**src/rtl/sum_nb_chunked.sv**
```systemverilog
// sum_nb_chunked: multi-cycle adder/subtractor that pushes a WIDTH-bit add
// through one CHUNK-bit adder, one chunk per clock, with the inter-chunk
// carry held in a register. Start/Busy/Done handshake; Sum/Cout/Ovf are
// registered and only change when an operation completes.
module sum_nb_chunked #(
    parameter int WIDTH = 16,
    parameter int CHUNK = 4
) (
    input  logic             clk,
    input  logic             rst,
    input  logic             Start,
    input  logic             Sub,
    input  logic             Ci,
    input  logic [WIDTH-1:0] A,
    input  logic [WIDTH-1:0] B,
    output logic             Busy,
    output logic             Done,
    output logic [WIDTH-1:0] Sum,
    output logic             Cout,
    output logic             Ovf
);

    localparam int N  = WIDTH / CHUNK;
    localparam int CW = (N > 1) ? $clog2(N) : 1;
    localparam logic [WIDTH-1:0] CHUNK_MASK = WIDTH'({CHUNK{1'b1}});

    // Refuse to build a configuration where the chunks do not tile the word
    if ((WIDTH < 1) || (CHUNK < 1) || (CHUNK > WIDTH) || ((WIDTH % CHUNK) != 0)) begin : g_bad_params
        $error("sum_nb_chunked: CHUNK (%0d) must divide WIDTH (%0d)", CHUNK, WIDTH);
    end

    typedef enum logic [1:0] {
        IDLE,
        RUN,
        DONE
    } state_t;

    state_t           state;
    logic [WIDTH-1:0] a_reg;
    logic [WIDTH-1:0] b_reg;
    logic [WIDTH-1:0] part_sum;
    logic             carry;
    logic [CW-1:0]    cnt;

    logic [CHUNK-1:0] a_chunk;
    logic [CHUNK-1:0] b_chunk;
    logic [CHUNK:0]   chunk_sum;
    logic             msb_carry_in;
    logic [WIDTH-1:0] next_part;
    logic             last_chunk;
    int               idx;

    // The single narrow adder: select the current chunk, add it with the
    // carry register, and merge the result into the partial sum
    always_comb begin
        idx          = int'(cnt) * CHUNK;
        a_chunk      = CHUNK'(a_reg >> idx);
        b_chunk      = CHUNK'(b_reg >> idx);
        chunk_sum    = {1'b0, a_chunk} + {1'b0, b_chunk} + {{CHUNK{1'b0}}, carry};
        msb_carry_in = a_chunk[CHUNK-1] ^ b_chunk[CHUNK-1] ^ chunk_sum[CHUNK-1];
        next_part    = (part_sum & ~(CHUNK_MASK << idx))
                     | (WIDTH'(chunk_sum[CHUNK-1:0]) << idx);
        last_chunk   = (cnt == CW'(N - 1));
    end

    // Control FSM with registered handshake and result outputs
    always_ff @(posedge clk) begin
        if (rst) begin
            state    <= IDLE;
            a_reg    <= '0;
            b_reg    <= '0;
            part_sum <= '0;
            carry    <= 1'b0;
            cnt      <= '0;
            Busy     <= 1'b0;
            Done     <= 1'b0;
            Sum      <= '0;
            Cout     <= 1'b0;
            Ovf      <= 1'b0;
        end else begin
            case (state)
                IDLE, DONE: begin
                    Done <= 1'b0;
                    if (Start) begin
                        a_reg <= A;
                        b_reg <= Sub ? ~B : B;
                        carry <= Sub ? 1'b1 : Ci;
                        cnt   <= '0;
                        Busy  <= 1'b1;
                        state <= RUN;
                    end else begin
                        state <= IDLE;
                    end
                end
                RUN: begin
                    part_sum <= next_part;
                    carry    <= chunk_sum[CHUNK];
                    cnt      <= cnt + CW'(1);
                    if (last_chunk) begin
                        Sum   <= next_part;
                        Cout  <= chunk_sum[CHUNK];
                        Ovf   <= msb_carry_in ^ chunk_sum[CHUNK];
                        Busy  <= 1'b0;
                        Done  <= 1'b1;
                        state <= DONE;
                    end
                end
                default: begin
                    Busy  <= 1'b0;
                    Done  <= 1'b0;
                    state <= IDLE;
                end
            endcase
        end
    end

endmodule
```
**config.mk**
```make
export PLATFORM = sky130hd
export DESIGN_NAME = sum_nb_chunked
export DESIGN_NICKNAME = d
export VERILOG_FILES = /design/src/rtl/sum_nb_chunked.sv
export SDC_FILE = /design/constraint.sdc
export NUM_CORES = 1
export LEC_CHECK = 0
export ABC_AREA = 1
export BUFFER_PORTS_ARGS = -buffer_cell sky130_fd_sc_hd__buf_4
export CAP_MARGIN = 30
export CORE_MARGIN = 3
export CORE_UTILIZATION = 55
export CTS_CLUSTER_SIZE = 8
export DETAILED_ROUTE_END_ITERATION = 7
export GPL_TIMING_DRIVEN = 0
export HOLD_SLACK_MARGIN = 0.06
export PLACE_DENSITY = 0.77
export SYNTH_ARGS = -nofsm -noshare
export SYNTH_HDL_FRONTEND = slang
export SYNTH_SLANG_ARGS = --single-unit
export TNS_END_PERCENT = 30
```
**constraint.sdc**
```tcl
create_clock -name clk -period 3.54 [get_ports clk]
set_clock_uncertainty 0.15 [all_clocks]
set_input_delay 0.531 -clock clk [delete_from_list [all_inputs] [get_ports clk]]
set_output_delay 0.531 -clock clk [all_outputs]
set_load 0.1 [all_outputs]
```
==> metrics list <==
- Port Buffer Count: 54
* Ratio of total power to cell area: 466 nW/µm²
- Arrival time of the worst setup path: 3180 ps
* R2R Setup Slk: 460 ps
* Part of the Yosys area used for sequential elements: 43.0%
- At the end of routability-driven placement, the weighted congestion stood at 0.878.
- The floorplan step set the die width to 82.4 µm.
- The clock passes through at most 2 buffers.
- The worst hold path terminates at state[1]$_SDFFE_PP0P_.
- Startpoint type of the worst setup path: flip-flop
- Master of the slowest instance on the critical path: fa_1
- In the final routed layout, each cell accounts on average for 14.3 µm.
* Fin crit period: 3080 ps
- In the final layout, the share of cells above drive strength 1 is 21.3%.
- After synthesis, the share of flip-flops with an asynchronous set or reset is 0%.
- Final Hold Viols: 0
- The top cell types in the final layout, fill and taps aside, are o21ai_0, dfxtp_1, nor2_1.
* Seq cells post-synth: 69
* Layout Area Growth over Synthesis: 20.9%
- Most frequently used flop master after synthesis: dfxtp_1
- The kind of cell with the highest combined delay along the critical path is adder cells.
* Count of clock tree sinks: 69
* Final std cell area, no fill: 3880 µm²
* Maximum number of pins on one net before global-route repair: 13
* Cell-by-cell listing of the critical path: buf_2, inv_2, buf_2, o21ai_0, o22ai_1, fa_1, fa_1, or2_2, nand2_1, nor2_1, nand2_1, o21ai_0, o21ai_0, inv_1
* Skew-Pair Late Insertion Delay: 350 ps
- The first global-routing pass estimated 12,700 µm of wire.
- Vias after detailed routing: 2,995
- TritonCTS built the clock tree.
- VDD IR max: 0.278 mV
- In this run the cell area of the synthesized design comes to 3210 µm².
- Critical path's most frequent cell: o21ai_0
* First-pass iteration count of the detailed router: 6
- Detail Route Antenna Nets: 0
- Final period util: 87.0%
- Remaining global-route overflow: 0
- The die is 82.4 µm tall.
* Overall Global Routing Usage: 25.1%
- # placed instances: 544
* Mapped Cells: 418
- Count of standard-cell rows: 27
* Hold/Removal Path Class: in -> reg
- In this run the critical register-to-register path is launched from cnt[1]$_SDFFE_PP0P_.
* Most common cell after layout, fill and taps aside: o21ai_0
- Cell Area, Placed: 3700 µm²
* Post-CTS setup buffer count: 0
- Endpoint of the lowest-slack register-to-register path: part_sum[6]$_SDFFE_PP0P_
- Unrepaired setup endpoints after global routing: no
- H-tree levels: 3
* Resize count post-CTS: 0
* Actual slew at the worst max-slew pin: 486 ps
* Critical path buffers and inverters: 4
- Syn Area/Cell: 7.68 µm²
- The wire-length estimate of the detail-placed layout is 5720 µm.
- Die area: 6790 µm²
* Depth of the worst register-to-register path: 14
* Root buffer cell: clkbuf_8
- Vias per Instance: 5.35
- For this run, design rule violations remaining after detail routing come to 0.
- Static leakage: 0.00179 µW
- Synthesis produced a netlist with a net count of 464.
* First DRT Iteration DRCs: 197
- Max-cap violations: 0
* Number of max-slew violations in the final report: 0
- Biggest fanout along the worst timing path: 11
* Post-CTS Hold Fix Bufs: 0
* Yosys Warn Count: 0
* Final non-filler cell total: 560
* Net count of the finished layout: 529
- Number of global-route vias before repair: 2,674
- Total setup violations reported at the end of the flow: 0
- Number of enable flip-flop cells after synthesis: 0
- Antenna violations before repair: 0
- Effective utilization at floorplan: 57.6%
- Distinct cell type count of the synthesized netlist: 31
- The number of antenna diodes in the final layout is 0.
- Clk slew on worst S/H paths: 80 ps
* Number of buffers created by CTS: 9
- Relative slew slack: 67.6%
- The worst hold path was traced through 2 stages.
- For this design the top-level I/O count stands at 57.
- Setup TNS: 0 ps
* Crit path largest cell delay: 450 ps
* Routed wire length: 8020 µm
- The core region is 5570 µm².
* Run status: complete, no violations
- Worst Setup End Kind: flip-flop
- Start point of the worst min-delay path: rst
- For this run, the top clock speed supported by timing is 325 MHz.
- Critical path data required time: 3640 ps
- Type of the worst setup path: reg -> reg
## worst max path at each step
stage,from,end,slack (ps),depth (start not counted)
2_1_floorplan,cnt[0]$_SDFFE_PP0P_,part_sum[6]$_SDFFE_PP0P_,850,13
3_3_place_gp,cnt[1]$_SDFFE_PP0P_,part_sum[6]$_SDFFE_PP0P_,560,14
3_5_place_dp,cnt[1]$_SDFFE_PP0P_,part_sum[6]$_SDFFE_PP0P_,510,14
4_1_cts,cnt[1]$_SDFFE_PP0P_,part_sum[6]$_SDFFE_PP0P_,500,14
5_1_grt,cnt[1]$_SDFFE_PP0P_,part_sum[6]$_SDFFE_PP0P_,310,14
6_report,cnt[1]$_SDFFE_PP0P_,part_sum[6]$_SDFFE_PP0P_,460,14
## cell usage after synthesis, types with 6 or more instances
| cell | instances | area, µm² |
|---|---|---|
| buf_4 | 7 | 52.6 |
| o22ai_1 | 14 | 87.6 |
| nor2_1 | 64 | 240 |
| o21ai_0 | 72 | 360 |
| nand2_1 | 28 | 105 |
| ha_1 | 7 | 87.6 |
| buf_2 | 9 | 45.0 |
| xnor2_1 | 16 | 140 |
| dfxtp_1 | 69 | 1380 |
| nand3_1 | 13 | 65.1 |
| a21oi_1 | 36 | 180 |
| clkbuf_1 | 7 | 26.3 |
| inv_2 | 6 | 22.5 |
| inv_1 | 37 | 139 |
## logic make-up after synthesis
| kind of cell | Yosys count | share of synthesized area [%] |
|---|---|---|
| buffers and inverters | 73 | 10.8 |
| and+or+nand+nor | 116 | 15.4 |
| DFF | 69 | 43.0 |
| AOI/OAI and AO/OA | 135 | 22.5 |
| xor gates and xnor gates | 16 | 4.37 |
| adders and majority gates | 9 | 3.98 |
## report_power, final
part           internal (µW)  switching, µW
clock network            270            305
registers                827           25.3
logic                    148            233
## area by class of cell
class | instances | area [µm²]
Tap cell | 72 | 90.1
Multi-Input combinational cell | 276 | 1480
Inverter | 43 | 161
Buffer | 30 | 185
Clock inverter | 6 | 38.8
Timing Repair Buffer | 54 | 405
Clock buffer | 10 | 138
Sequential cell | 69 | 1380
Fill cell | 497 | 1690
## metal layers
layer,track usage (%),share of wire [%],vias to the layer above
li1,-,-,1507
met1,34.1,45,1350
met2,38.5,46,123
met3,6.83,7.4,15
met4,7.97,1.6,0
met5,0,0,-
## metrics by stage
| stage | total power [µW] | util, % | setup slack (ps) | hold slack, ps |
|---|---|---|---|---|
| final | 1810 | 69.6 | 460 | 261 |
| after detailed placement | 1240 | 66.5 | 511 | 301 |
| after CTS | 1800 | 69.6 | 496 | 246 |
| after global routing | 1900 | 69.6 | 308 | 250 |
| after global placement | 1240 | 66.5 | 560 | 287 |
| after floorplan | 1130 | - | 846 | 287 |
No activity file was read; power rests on OpenSTA's default activity.
